`config.mk`:
```
export PLATFORM = sky130hd
export DESIGN_NAME = extmem_arbiter
export DESIGN_NICKNAME = d
export VERILOG_FILES = /design/src/rtl/extmem_arbiter.sv
export SDC_FILE = /design/constraint.sdc
export NUM_CORES = 1
export LEC_CHECK = 0
export BUFFER_PORTS_ARGS = -buffer_cell sky130_fd_sc_hd__buf_2
export CAP_MARGIN = 0
export CORE_MARGIN = 8
export CORE_UTILIZATION = 40
export DETAILED_ROUTE_END_ITERATION = 8
export PLACE_DENSITY = 0.84
export SYNTH_ARGS = -nofsm -noshare
export SYNTH_HDL_FRONTEND = slang
export SYNTH_SLANG_ARGS = --single-unit
```
`constraint.sdc`:
```
create_clock -name clk -period 3.2 [get_ports clk]
set_input_delay 0.48 -clock clk [delete_from_list [all_inputs] [get_ports clk]]
set_output_delay 0.48 -clock clk [all_outputs]
set_load 0.02 [all_outputs]
```
`src/rtl/extmem_arbiter.sv`:
```
// extmem_arbiter: round-robin arbiter sharing one external memory among NUM_REQ requesters.
// Burst-lock (LOCK state, burst counter) is compiled in by defining EXTMEM_ARB_BURST_EN.
`ifndef ADDR_EXT_RAM
`define ADDR_EXT_RAM 16
`endif
`ifndef DATA_EXT_RAM
`define DATA_EXT_RAM 32
`endif
module extmem_arbiter #(
  parameter int NUM_REQ   = 3,
  parameter int ADDR_W    = `ADDR_EXT_RAM,
  parameter int DATA_W    = `DATA_EXT_RAM,
  parameter int MAX_BURST = 16
) (
  input  logic                       clk,
  input  logic                       rst_n,
  input  logic [NUM_REQ-1:0]         req,
  input  logic [NUM_REQ-1:0]         req_we,
  input  logic [NUM_REQ-1:0]         req_lock,
  input  logic [NUM_REQ*ADDR_W-1:0]  req_addr,
  input  logic [NUM_REQ*DATA_W-1:0]  req_wdata,
  output logic [NUM_REQ-1:0]         gnt,
  output logic [NUM_REQ-1:0]         rvalid,
  output logic [DATA_W-1:0]          rdata,
  output logic                       mem_re,
  output logic                       mem_we,
  output logic [ADDR_W-1:0]          mem_rd_addr,
  output logic [ADDR_W-1:0]          mem_wr_addr,
  output logic [DATA_W-1:0]          mem_wr_data,
  input  logic [DATA_W-1:0]          mem_rd_data
);
  localparam int IW = NUM_REQ > 1 ? $clog2(NUM_REQ) : 1;
  typedef enum logic [1:0] {IDLE, ARB, LOCK} state_t;
  state_t              r_state;
  logic [IW-1:0]       r_ptr, r_tag1, w_idx;
  logic                r_tag1_v, w_found, w_xfer, w_we, w_hold;
  logic [NUM_REQ-1:0]  r_rvalid;
  logic                r_mem_re, r_mem_we;
  logic [ADDR_W-1:0]   r_mem_rd_addr, r_mem_wr_addr;
  logic [DATA_W-1:0]   r_mem_wr_data;
`ifdef EXTMEM_ARB_BURST_EN
  localparam int CW = $clog2(MAX_BURST + 1);
  logic [IW-1:0]       r_owner;
  logic [CW-1:0]       r_cnt;
  assign w_hold = r_state == LOCK && req[r_owner] && req_lock[r_owner] && r_cnt < CW'(MAX_BURST);
`else
  logic                w_unused_lock;
  assign w_unused_lock = ^req_lock;
  assign w_hold = 1'b0;
`endif
  // A held lock overrides the round-robin search, which starts at r_ptr.
  always_comb begin
    w_found = 1'b0;
    w_idx = '0;
    for (int k = 0; k < NUM_REQ; k++)
      if (!w_found && req[(int'(r_ptr) + k) % NUM_REQ]) begin
        w_found = 1'b1;
        w_idx = IW'((int'(r_ptr) + k) % NUM_REQ);
      end
`ifdef EXTMEM_ARB_BURST_EN
    if (w_hold) begin
      w_found = 1'b1;
      w_idx = r_owner;
    end
`endif
  end
  assign w_xfer = w_found & rst_n;
  assign w_we   = req_we[w_idx];
  assign gnt    = w_xfer ? NUM_REQ'(1) << w_idx : '0;
  assign rvalid = r_rvalid;
  assign rdata  = |r_rvalid ? mem_rd_data : '0;
  assign mem_re = r_mem_re;
  assign mem_we = r_mem_we;
  assign mem_rd_addr = r_mem_rd_addr;
  assign mem_wr_addr = r_mem_wr_addr;
  assign mem_wr_data = r_mem_wr_data;
  always_ff @(posedge clk or negedge rst_n) begin
    if (!rst_n) begin
      r_state       <= IDLE;
      r_ptr         <= '0;
      r_tag1        <= '0;
      r_tag1_v      <= 1'b0;
      r_rvalid      <= '0;
      r_mem_re      <= 1'b0;
      r_mem_we      <= 1'b0;
      r_mem_rd_addr <= '0;
      r_mem_wr_addr <= '0;
      r_mem_wr_data <= '0;
`ifdef EXTMEM_ARB_BURST_EN
      r_owner       <= '0;
      r_cnt         <= '0;
`endif
    end else begin
      r_mem_re <= w_xfer & ~w_we;
      r_mem_we <= w_xfer & w_we;
      if (w_xfer & ~w_we) r_mem_rd_addr <= req_addr[w_idx*ADDR_W +: ADDR_W];
      if (w_xfer & w_we) begin
        r_mem_wr_addr <= req_addr[w_idx*ADDR_W +: ADDR_W];
        r_mem_wr_data <= req_wdata[w_idx*DATA_W +: DATA_W];
      end
      r_tag1_v <= w_xfer & ~w_we;
      r_tag1   <= w_idx;
      r_rvalid <= r_tag1_v ? NUM_REQ'(1) << r_tag1 : '0;
      if (w_xfer) r_ptr <= w_idx == IW'(NUM_REQ - 1) ? '0 : w_idx + 1'b1;
`ifdef EXTMEM_ARB_BURST_EN
      if (w_xfer && (w_hold || req_lock[w_idx])) begin
        r_state <= LOCK;
        r_owner <= w_idx;
        r_cnt   <= w_hold ? r_cnt + 1'b1 : CW'(1);
      end else
`endif
      r_state <= (w_xfer || r_state == LOCK) ? ARB : IDLE;
    end
  end
endmodule

```
==> results of run 1 <==
==> state kept, by name (all words and copies together), names as in the netlist <==
signal / count
mem_wr_data: 32
mem_rd_addr: 16
mem_wr_addr: 16
rvalid: 3
r_ptr: 2
r_tag1: 2
mem_re: 1
mem_we: 1
==> cells by family after synthesis <==
kind of cell	Yosys count
fa+ha+maj	4
compound gates	65
simple gates	208
buf+inv	38
flops	73
mux	69
==> layer usage <==
metal  global-route usage (%)  share of wire, %  wire length, µm
met1                    21.13                37             5438
met2                    38.39                54             7983
met3                    7.463               8.6             1277
met4                    5.217               1.1              171
met5                        0             0.081               12
==> final cells by class <==
class,instances,area share (%)
multi-input cells,346,37.22
clock inverters,6,1.472
inverters,5,0.3066
well taps,136,2.780
clock buffers,10,2.249
repair buffers,298,26.12
flip-flops and latches,73,29.84
==> synthesized netlist by cell type <==
cell / number / share of area (%)
sky130_fd_sc_hd__nand2_1: 106 / 9.3
sky130_fd_sc_hd__a21oi_1: 2 / 0.23
sky130_fd_sc_hd__and3b_1: 3 / 0.62
sky130_fd_sc_hd__mux2i_1: 4 / 0.94
sky130_fd_sc_hd__inv_1: 4 / 0.35
sky130_fd_sc_hd__o2bb2ai_1: 1 / 0.21
sky130_fd_sc_hd__nand3b_1: 2 / 0.35
sky130_fd_sc_hd__nor3_1: 4 / 0.47
sky130_fd_sc_hd__o22ai_1: 2 / 0.29
sky130_fd_sc_hd__mux2_2: 32 / 8.5
sky130_fd_sc_hd__o31a_2: 1 / 0.23
sky130_fd_sc_hd__ha_1: 4 / 1.2
sky130_fd_sc_hd__nor2_1: 52 / 4.6
sky130_fd_sc_hd__nor2_4: 2 / 0.53
sky130_fd_sc_hd__o31ai_1: 2 / 0.35
sky130_fd_sc_hd__or3_4: 1 / 0.26
sky130_fd_sc_hd__nand2b_1: 2 / 0.29
sky130_fd_sc_hd__o31ai_2: 1 / 0.29
sky130_fd_sc_hd__buf_1: 2 / 0.18
sky130_fd_sc_hd__clkbuf_1: 22 / 1.9
sky130_fd_sc_hd__o21ai_0: 4 / 0.47
sky130_fd_sc_hd__a31oi_1: 48 / 7.0
sky130_fd_sc_hd__buf_6: 5 / 1.3
sky130_fd_sc_hd__mux2_1: 14 / 3.7
sky130_fd_sc_hd__inv_2: 1 / 0.088
sky130_fd_sc_hd__buf_4: 3 / 0.53
sky130_fd_sc_hd__buf_2: 1 / 0.12
sky130_fd_sc_hd__or3b_2: 1 / 0.21
sky130_fd_sc_hd__a31o_1: 1 / 0.21
sky130_fd_sc_hd__o21a_1: 1 / 0.18
sky130_fd_sc_hd__a21oi_2: 1 / 0.21
sky130_fd_sc_hd__dfrtp_1: 73 / 43
sky130_fd_sc_hd__mux2_4: 19 / 6.7
sky130_fd_sc_hd__o21ai_1: 1 / 0.12
sky130_fd_sc_hd__nor3b_1: 1 / 0.18
sky130_fd_sc_hd__nor2b_1: 34 / 5.0
==> worst register-to-register path, delay by kind of cell, from the launching register on <==
kind / cells / cell delay (ps)
fa+ha+maj: 1 / 220
simple gates: 3 / 620
compound gates: 2 / 410
flops: 1 / 420
buf+inv: 2 / 350
mux: 2 / 690
==> power groups by stage <==
stage	combinational (mW)	sequential, mW	clock, mW
2_1_floorplan	2.97	2.19	0
3_3_place_gp	4.96	1.65	0
3_5_place_dp	5.06	1.68	0
4_1_cts	5.07	1.67	0.853
5_1_grt	5.49	1.73	0.894
6_report	5.01	1.67	0.827
==> what timing repair did <==
| action | 4_1_cts | 5_1_grt |
|---|---|---|
| hold buffers | 1 | 0 |
| endpoints found under the setup margin | 1 | 3 |
| endpoints found under the hold margin | 5 | 0 |
| resized for setup | 1 | 4 |
==> final timing paths <==
kind                            startpoint              end  slack, ps  cells after the start
worst min register to register   r_tag1[1]        rvalid[0]        450                      1
worst max-delay path              r_ptr[1]           gnt[2]        130                      9
worst max register to register    r_ptr[1]  mem_wr_data[29]        370                     10
worst min-delay path             r_tag1[1]        rvalid[0]        450                      1
min in group asynchronous            rst_n   mem_wr_data[3]        510                      2
max in group asynchronous            rst_n   mem_wr_data[5]       1610                      3
==> metrics by stage <==
step,setup WS (ps),cells,hold slack (ps),area (µm²),util [%]
final,130.3,874,449.8,6121,59.29
after CTS,36.09,874,452.1,6105,59.13
after global routing,0.6142,874,485.4,6121,59.29
after floorplan,290.3,457,184.4,4262,-
after global placement,278.7,857,312.1,5864,56.81
after detailed placement,212.8,857,310.9,5864,56.81
==> results.yml, run 1 <==
timing:
  max_freq_mhz: 325.8
  final.setup.tns_ps: 0
  slew_headroom_pct: 41.95
  finalMaxSlewViolations: 0
  setup_skew_after_layout_ps: 13.54
  finalHoldViolations: 0
  setup-violations-final: 0
  grt_setup_unrepaired: "false"
  worst-slew-pin-transition_ps: 870.7
  final_min_period_over_clock_period_pct: 95.93
  timing.final.crit_period_ps: 3070
synth:
  syn_inst: 457
  postSynthAreaPerCell_um2: 9.325
  post_synth_num_cell_types: 36
  post_synthesis_adder_cell_area_fraction_pct: 1.174
  yosysWarnings: 0
  synth_top_family_by_area: "simple AND/OR/NAND/NOR gates"
  synth-compound-area-share_pct: 9.836
  synth.cell_area_um2: 4262
  synth.ff_latch_count: 73
  area_fraction_in_and_or_nand_and_nor_cells_after_synthesis_pct: 21.81
  synth.area.mux_share_pct: 19.79
  synthXorXnorAreaFrac_pct: 0
  syn-num-nets: 648
  synth_sequential_area_ratio_pct: 42.87
layout:
  multi_input_area_um2: 2278
  fill_cells: 958
  num_antenna_cells: 0
  layout-area-overhead-vs-synth_pct: 43.63
  final_common_cell: "sky130_fd_sc_hd__buf_2"
  leading_cell_types_in_the_layout_fill_and_taps_excluded: "286 x sky130_fd_sc_hd__buf_2, 106 x sky130_fd_sc_hd__nand2_1, 73 x sky130_fd_sc_hd__dfrtp_1"
  final-seq-area_um2: 1827
  layout-drive-gt1-share_pct: 51.22
  final_net_count: 924
detailed_routing:
  num_vias: 4331
  first_iter_violations: 213
  drt-total-wl_um: 14880
  detail-route-antenna-nets: 0
  avgRoutedWirePerCell_um: 17.03
  drt_pass1_iterations: 4
  drt-vias-per-instance: 4.955
  residual_drc: 0
setup_path:
  critical_path.cell_chain: "inv_1 -> ha_4 -> mux2_4 -> or3_4 -> nand3b_1 -> o21a_2 -> buf_12 -> nor3_1 -> buf_2"
  critical_path.max_fanout: 26
  critical-path-max-stage-delay_ps: 420
  critical_path.slowest_cell: "sky130_fd_sc_hd__dfrtp_1"
  required_ps: 2720
  critPathKind: "flop to output port"
  path_delay_family: "simple AND/OR/NAND/NOR gates"
  worst-endpoint-arrival_ps: 2590
  crit_path_end_kind: "output port"
  critPathBufInv: 3
  startpoint_type_of_the_worst_setup_path: "flop"
run_status:
  status: "completed"
placement:
  hpwl_um: 11950
  buffer_ports.inserted: 287
  final_weighted_congestion_in_routability_driven_placement: 0.9123
floorplan:
  die-width_um: 119.2
  die_h_um: 119.2
  fp.dieArea_um2: 14210
  core_region_area_um2: 10320
  rows: 37
  io_pins: 291
  initial_util_pct: 41.28
clock_tree:
  tritoncts: "built"
  tritoncts_buffer_count: 9
  worstSkewPairLatency_ps: 350
  cts.repair_timing.setup_buffer_count: 0
  cts.sinks: 73
  max-clock-path-buffers: 2
  cts-htree-levels: 3
  clk_transition_reported_paths_ps: 80
  clk_root_buffer_cell: "sky130_fd_sc_hd__clkbuf_8"
global_routing:
  antenna_found_initial: 1
  grt_usage_pct: 20.53
  globalRouteOverflowTotal: 0
  global_route_wire_length_before_repair_um: 23250
  grt_start_max_net_pins: 98
  number_of_global_route_vias_before_repair: 4408
pwr:
  power.clock.fraction_pct: 11.0
  p_leak_nw: 3.221
  power.switching_fraction_pct: 47.05
  internal_power_mw: 3.975
  power.density_nw_per_um2: 1227
  power.switching_mw: 3.533
  comb_power_share_pct: 66.8
  p_total_mw: 7.509
  vdd_ir_drop_max_mv: 0.6593
  share_seq_of_total_power_pct: 22.2
worst_hold_path:
  min_path_type: "flop to flop"
flow_run:
  timing.max_cap.violations: 0
Power figures use the tool's default switching activity.
==> run 2, diff against run 1 <==
--- a/config.mk
+++ b/config.mk
@@ -5,12 +5,14 @@
 export SDC_FILE = /design/constraint.sdc
 export NUM_CORES = 1
 export LEC_CHECK = 0
-export BUFFER_PORTS_ARGS = -buffer_cell sky130_fd_sc_hd__buf_2
+export BUFFER_PORTS_ARGS = -buffer_cell sky130_fd_sc_hd__buf_4
 export CAP_MARGIN = 0
 export CORE_MARGIN = 8
 export CORE_UTILIZATION = 40
 export DETAILED_ROUTE_END_ITERATION = 8
+export GPL_ROUTABILITY_DRIVEN = 0
 export PLACE_DENSITY = 0.84
+export SLEW_MARGIN = 20
 export SYNTH_ARGS = -nofsm -noshare
 export SYNTH_HDL_FRONTEND = slang
 export SYNTH_SLANG_ARGS = --single-unit
==> run 2 against run 1 <==
Clock skew is 5.6 ps lower; clock power is essentially flat; final cell count fell by 0.11%; maximum frequency grew 2.3%; utilization is 6.7 points higher; critical path depth unchanged; wire length up 8.6%; worst hold slack worse by 410 ps; sequential power about the same; register-to-register slack got worse by 90 ps; non-clock buffer count is 1 lower.
==> results.yml, run 2 (synthesized netlist as in run 1, its figures left out) <==
timing:
  finalMaxSlewViolations: 0
  setup_skew_after_layout_ps: 7.980
  slew_headroom_pct: 29.52
  timing.final.crit_period_ps: 3002
  worst-slew-pin-transition_ps: 1053
  final.setup.tns_ps: 0
  setup-violations-final: 0
  grt_setup_unrepaired: "false"
  final_min_period_over_clock_period_pct: 93.81
  max_freq_mhz: 333.1
  finalHoldViolations: 0
global_routing:
  globalRouteOverflowTotal: 0
  grt_start_max_net_pins: 98
  groute.layer.met3.usage_pct: 8.219
  grt_usage_pct: 22.13
  grt_util_met1_pct: 21.40
  top_usage_layer: "met2"
  antenna_found_initial: 0
  global_route_wire_length_before_repair_um: 25520
  number_of_global_route_vias_before_repair: 4918
  met2_usage_grt_pct: 41.73
setup_path:
  required_ps: 2720
  worst-endpoint-arrival_ps: 2520
  startpoint_type_of_the_worst_setup_path: "flop"
  critical-path-max-stage-delay_ps: 430
  critical_path.slowest_cell: "sky130_fd_sc_hd__dfrtp_2"
  path_delay_family: "buffers and inverters"
  critPathKind: "flop to output port"
  critical_path.max_fanout: 97
  r2r_slack_ps: 280
  critical_path.cell_chain: "inv_1 -> ha_2 -> mux2i_1 -> o22ai_1 -> a21oi_2 -> nor2_4 -> buf_12 -> nor3_1 -> buf_4"
  crit_path_end_kind: "output port"
  critPathBufInv: 3
detailed_routing:
  drt-vias-per-instance: 5.174
  first_iter_violations: 238
  drt_pass1_iterations: 4
  num_vias: 4517
  drt-total-wl_um: 16160
  residual_drc: 0
  detail-route-antenna-nets: 0
  avgRoutedWirePerCell_um: 18.51
clock_tree:
  max-clock-path-buffers: 2
  cts-hold-fix-buffers: 0
  cts.sinks: 73
  cts-htree-levels: 3
  tritoncts: "built"
  clk_transition_reported_paths_ps: 90
  cts.repair_timing.setup_buffer_count: 0
  tritoncts_buffer_count: 9
  clk_root_buffer_cell: "sky130_fd_sc_hd__clkbuf_8"
  worstSkewPairLatency_ps: 340
pwr:
  vdd_ir_drop_max_mv: 0.5408
  power.density_nw_per_um2: 1162
  p_leak_nw: 3.421
floorplan:
  io_pins: 291
  core_region_area_um2: 10320
  initial_util_pct: 41.28
  rows: 37
  fp.dieArea_um2: 14210
  die-width_um: 119.2
  die_h_um: 119.2
layout:
  fill_cells: 797
  layout-drive-gt1-share_pct: 51.70
  layout-area-overhead-vs-synth_pct: 59.86
  largest_register_ffs: 32
  leading_cell_types_in_the_layout_fill_and_taps_excluded: "292 x sky130_fd_sc_hd__buf_4, 106 x sky130_fd_sc_hd__nand2_1, 72 x sky130_fd_sc_hd__dfrtp_1"
  final_common_cell: "sky130_fd_sc_hd__buf_4"
  final_design_area_no_fill_um2: 6813
  num_antenna_cells: 0
  final_net_count: 923
worst_hold_path:
  min_path_type: "input pin to asynchronous set/reset pin"
placement:
  buffer_ports.inserted: 287
  hpwl_um: 12930
  placement.cell_area_um2: 6555
run_status:
  status: "completed"
flow_run:
  timing.max_cap.violations: 0
[run 2: final timing paths]
kind,from,cells past startpoint,endpoint
worst max-delay path,r_ptr[0],9,gnt[2]
worst min-delay path,rst_n,1,mem_wr_data[4]
worst max register to register,r_ptr[0],10,mem_wr_addr[12]
worst min register to register,r_tag1[0],1,rvalid[0]
max in group asynchronous,rst_n,2,r_ptr[0]
min in group clk,r_tag1[0],1,rvalid[0]
[run 2: cell type report]
type | instances | area [µm²] | share of cell area [%]
tap | 136 | 170.2 | 2.498
inverter | 5 | 18.77 | 0.2755
timing repair buffer | 297 | 2283 | 33.52
sequential | 73 | 1828 | 26.83
multi-input combinational | 346 | 2285 | 33.54
clock inverter | 6 | 90.09 | 1.322
clock buffer | 10 | 137.6 | 2.020
[run 2: per-layer routing]
metal	up-vias	routed length [µm]	share of wire, %
met5	-	0	0
met4	0	443	2.7
met3	32	1383	8.6
met2	231	8726	54
met1	2150	5607	35
li1	2104	-	-
[run 2: power breakdown]
group / internal, mW / leakage [nW] / switching, mW
sequential: 1.42 / 0.869 / 0.266
combinational: 2.42 / 2.44 / 2.99
clock: 0.463 / 0.113 / 0.361
[run 2: metrics by stage]
stage	power, mW	std cells	setup slack [ps]	hold WS [ps]	util [%]
6_report	7.919	873	198.0	36.91	65.99
2_1_floorplan	5.156	457	290.3	184.4	-
3_3_place_gp	6.919	857	261.4	415.5	63.50
4_1_cts	7.948	873	37.73	26.70	65.73
3_5_place_dp	7.114	857	62.08	412.1	63.50
5_1_grt	8.482	873	34.26	45.07	65.99
[run 2: timing repair]
action | in CTS | in global routing
pin swaps | 0 | 0
endpoints found under the setup margin | 1 | 25
gates resized for setup | 1 | 7
endpoints found under the hold margin | 0 | 0
==> run 3, diff against run 2 <==
--- a/config.mk
+++ b/config.mk
@@ -8,10 +8,11 @@
 export BUFFER_PORTS_ARGS = -buffer_cell sky130_fd_sc_hd__buf_4
 export CAP_MARGIN = 0
 export CORE_MARGIN = 8
-export CORE_UTILIZATION = 40
+export CORE_UTILIZATION = 38
 export DETAILED_ROUTE_END_ITERATION = 8
 export GPL_ROUTABILITY_DRIVEN = 0
-export PLACE_DENSITY = 0.84
+export PLACE_DENSITY = 0.83
+export RECOVER_POWER = 25
 export SLEW_MARGIN = 20
 export SYNTH_ARGS = -nofsm -noshare
 export SYNTH_HDL_FRONTEND = slang
==> constraint.sdc (replaced) <==
create_clock -name clk -period 2.4 [get_ports clk]
set_input_delay 0.36 -clock clk [delete_from_list [all_inputs] [get_ports clk]]
set_output_delay 0.36 -clock clk [all_outputs]
set_load 0.02 [all_outputs]
==> run 3 against run 2 <==
Wire length grew 9.6%; clock-buffer cell count rose by 1; the run now ends with setup timing left; global-route usage down 0.43 points; clock power grew 26%; sequential power up 34%.
==> results.yml, run 3 (synthesized netlist as in run 1, its figures left out) <==
run_status:
  status: "finished with violations"
  violations: "setup timing"
flow_run:
  timing.max_cap.violations: 0
global_routing:
  antenna_found_initial: 0
  global_route_wire_length_before_repair_um: 25430
  globalRouteOverflowTotal: 0
  grt_start_max_net_pins: 69
  grt_usage_pct: 21.70
  number_of_global_route_vias_before_repair: 4891
detailed_routing:
  residual_drc: 0
  num_vias: 4732
  avgRoutedWirePerCell_um: 19.18
  detail-route-antenna-nets: 0
  first_iter_violations: 250
  drt_pass1_iterations: 5
  drt-vias-per-instance: 5.121
  drt-total-wl_um: 17720
pwr:
  p_leak_nw: 3.692
  vdd_ir_drop_max_mv: 0.8799
  power.density_nw_per_um2: 1654
setup_path:
  critical_path.max_fanout: 7
  crit_path_end_kind: "output port"
  critPathKind: "flop to output port"
  worst-endpoint-arrival_ps: 2360
  required_ps: 2040
  r2r_slack_ps: -310
  startpoint_type_of_the_worst_setup_path: "flop"
clock_tree:
  cts.sinks: 73
  cts-htree-levels: 3
  max-clock-path-buffers: 2
  tritoncts_buffer_count: 9
  worstSkewPairLatency_ps: 340
  clk_transition_reported_paths_ps: 80
  tritoncts: "built"
  clk_root_buffer_cell: "sky130_fd_sc_hd__clkbuf_8"
worst_hold_path:
  min_path_type: "input pin to asynchronous set/reset pin"
placement:
  placement.setup.worst_slack_ps: -273.6
  buffer_ports.inserted: 287
  hpwl_um: 13250
floorplan:
  fp.dieArea_um2: 14860
  rows: 38
  die_h_um: 121.9
  die-width_um: 121.9
  initial_util_pct: 39.14
  io_pins: 291
  core_region_area_um2: 10890
layout:
  layout-area-overhead-vs-synth_pct: 76.86
  leading_cell_types_in_the_layout_fill_and_taps_excluded: "277 x sky130_fd_sc_hd__buf_4, 101 x sky130_fd_sc_hd__nand2_1, 72 x sky130_fd_sc_hd__dfrtp_1"
  final_common_cell: "sky130_fd_sc_hd__buf_4"
  num_antenna_cells: 0
  final_net_count: 970
  layout-drive-gt1-share_pct: 54.08
  largest_register_ffs: 32
timing:
  setup_slack_ps: -315.6
  slew_headroom_pct: 40.63
  worst_hold_margin_ps: 397.0
  worst-slew-pin-transition_ps: 890.6
  final_min_period_over_clock_period_pct: 113.2
  setup_skew_after_layout_ps: 8.082
  max_freq_mhz: 368.2
  finalMaxSlewViolations: 0
  grt_setup_unrepaired: "true"
  setup-violations-final: 68
  timing.final.crit_period_ps: 2716
  finalHoldViolations: 0
-- run 3: worst max-delay path, stage by stage, from the launching register on --
cell and delay [ps]:
sky130_fd_sc_hd__dfrtp_2 450, sky130_fd_sc_hd__inv_2 120, sky130_fd_sc_hd__ha_4 210, sky130_fd_sc_hd__nand2_1 150, sky130_fd_sc_hd__nor2_2 290, sky130_fd_sc_hd__nor2_4 100
sky130_fd_sc_hd__o21a_4 220, sky130_fd_sc_hd__buf_12 130, sky130_fd_sc_hd__nor3_4 170, sky130_fd_sc_hd__buf_6 150
-- run 3: area by class of cell --
cell class | count | area [µm²]
Clock buffer | 11 | 151.4
Clock inverter | 5 | 62.56
Fill cell | 787 | 3351
Inverter | 5 | 18.77
Multi-Input combinational cell | 346 | 2536
Sequential cell | 73 | 1828
Tap cell | 140 | 175.2
Timing Repair Buffer | 344 | 2765
-- run 3: power breakdown --
part | internal (mW) | switching, mW
Sequential | 1.89 | 0.365
Clock | 0.543 | 0.494
Combinational | 4.49 | 4.69
Total | 6.92 | 5.55
-- run 3: stage by stage --
stage / area (µm²) / utilization (%) / std cells / power [mW] / setup TNS, ps
3_3_place_gp: 6844 / 62.86 / 883 / 9.898 / -9929
6_report: 7537 / 69.23 / 924 / 12.47 / -16340
5_1_grt: 7537 / 69.23 / 924 / 13.22 / -21180
4_1_cts: 7328 / 67.31 / 912 / 11.88 / -12520
3_5_place_dp: 6844 / 62.86 / 883 / 10.17 / -14740
2_1_floorplan: 4327 / - / 457 / 7.046 / -12390
-- run 3: routing by layer --
layer  GRT usage, %  wire (µm)  vias up
met3          7.543       1619       31
li1               -          -     2199
met5              0          0        -
met1          21.33       6109     2272
met4          7.556        401        0
met2          41.13       9588      230
-- run 3: worst paths after layout --
check                               from              end  cells past startpoint
min in group clk           req_wdata[88]  mem_wr_data[24]                      4
max                             r_ptr[0]           gnt[0]                      9
min reg2reg                    r_tag1[1]        rvalid[0]                      1
max reg2reg                     r_ptr[0]   mem_wr_data[2]                     12
max in group asynchronous          rst_n         r_ptr[0]                      3
min                                rst_n   mem_rd_addr[2]                      2
-- run 3: what timing repair did --
| action | CTS | global route |
|---|---|---|
| resized for setup | 26 | 43 |
| pin swaps | 11 | 11 |
| cloned | 2 | 6 |
| endpoints found under the setup margin | 67 | 68 |
| hold buffers | 1 | 0 |
| endpoints found under the hold margin | 5 | 0 |
| buffers inserted | 10 | 7 |
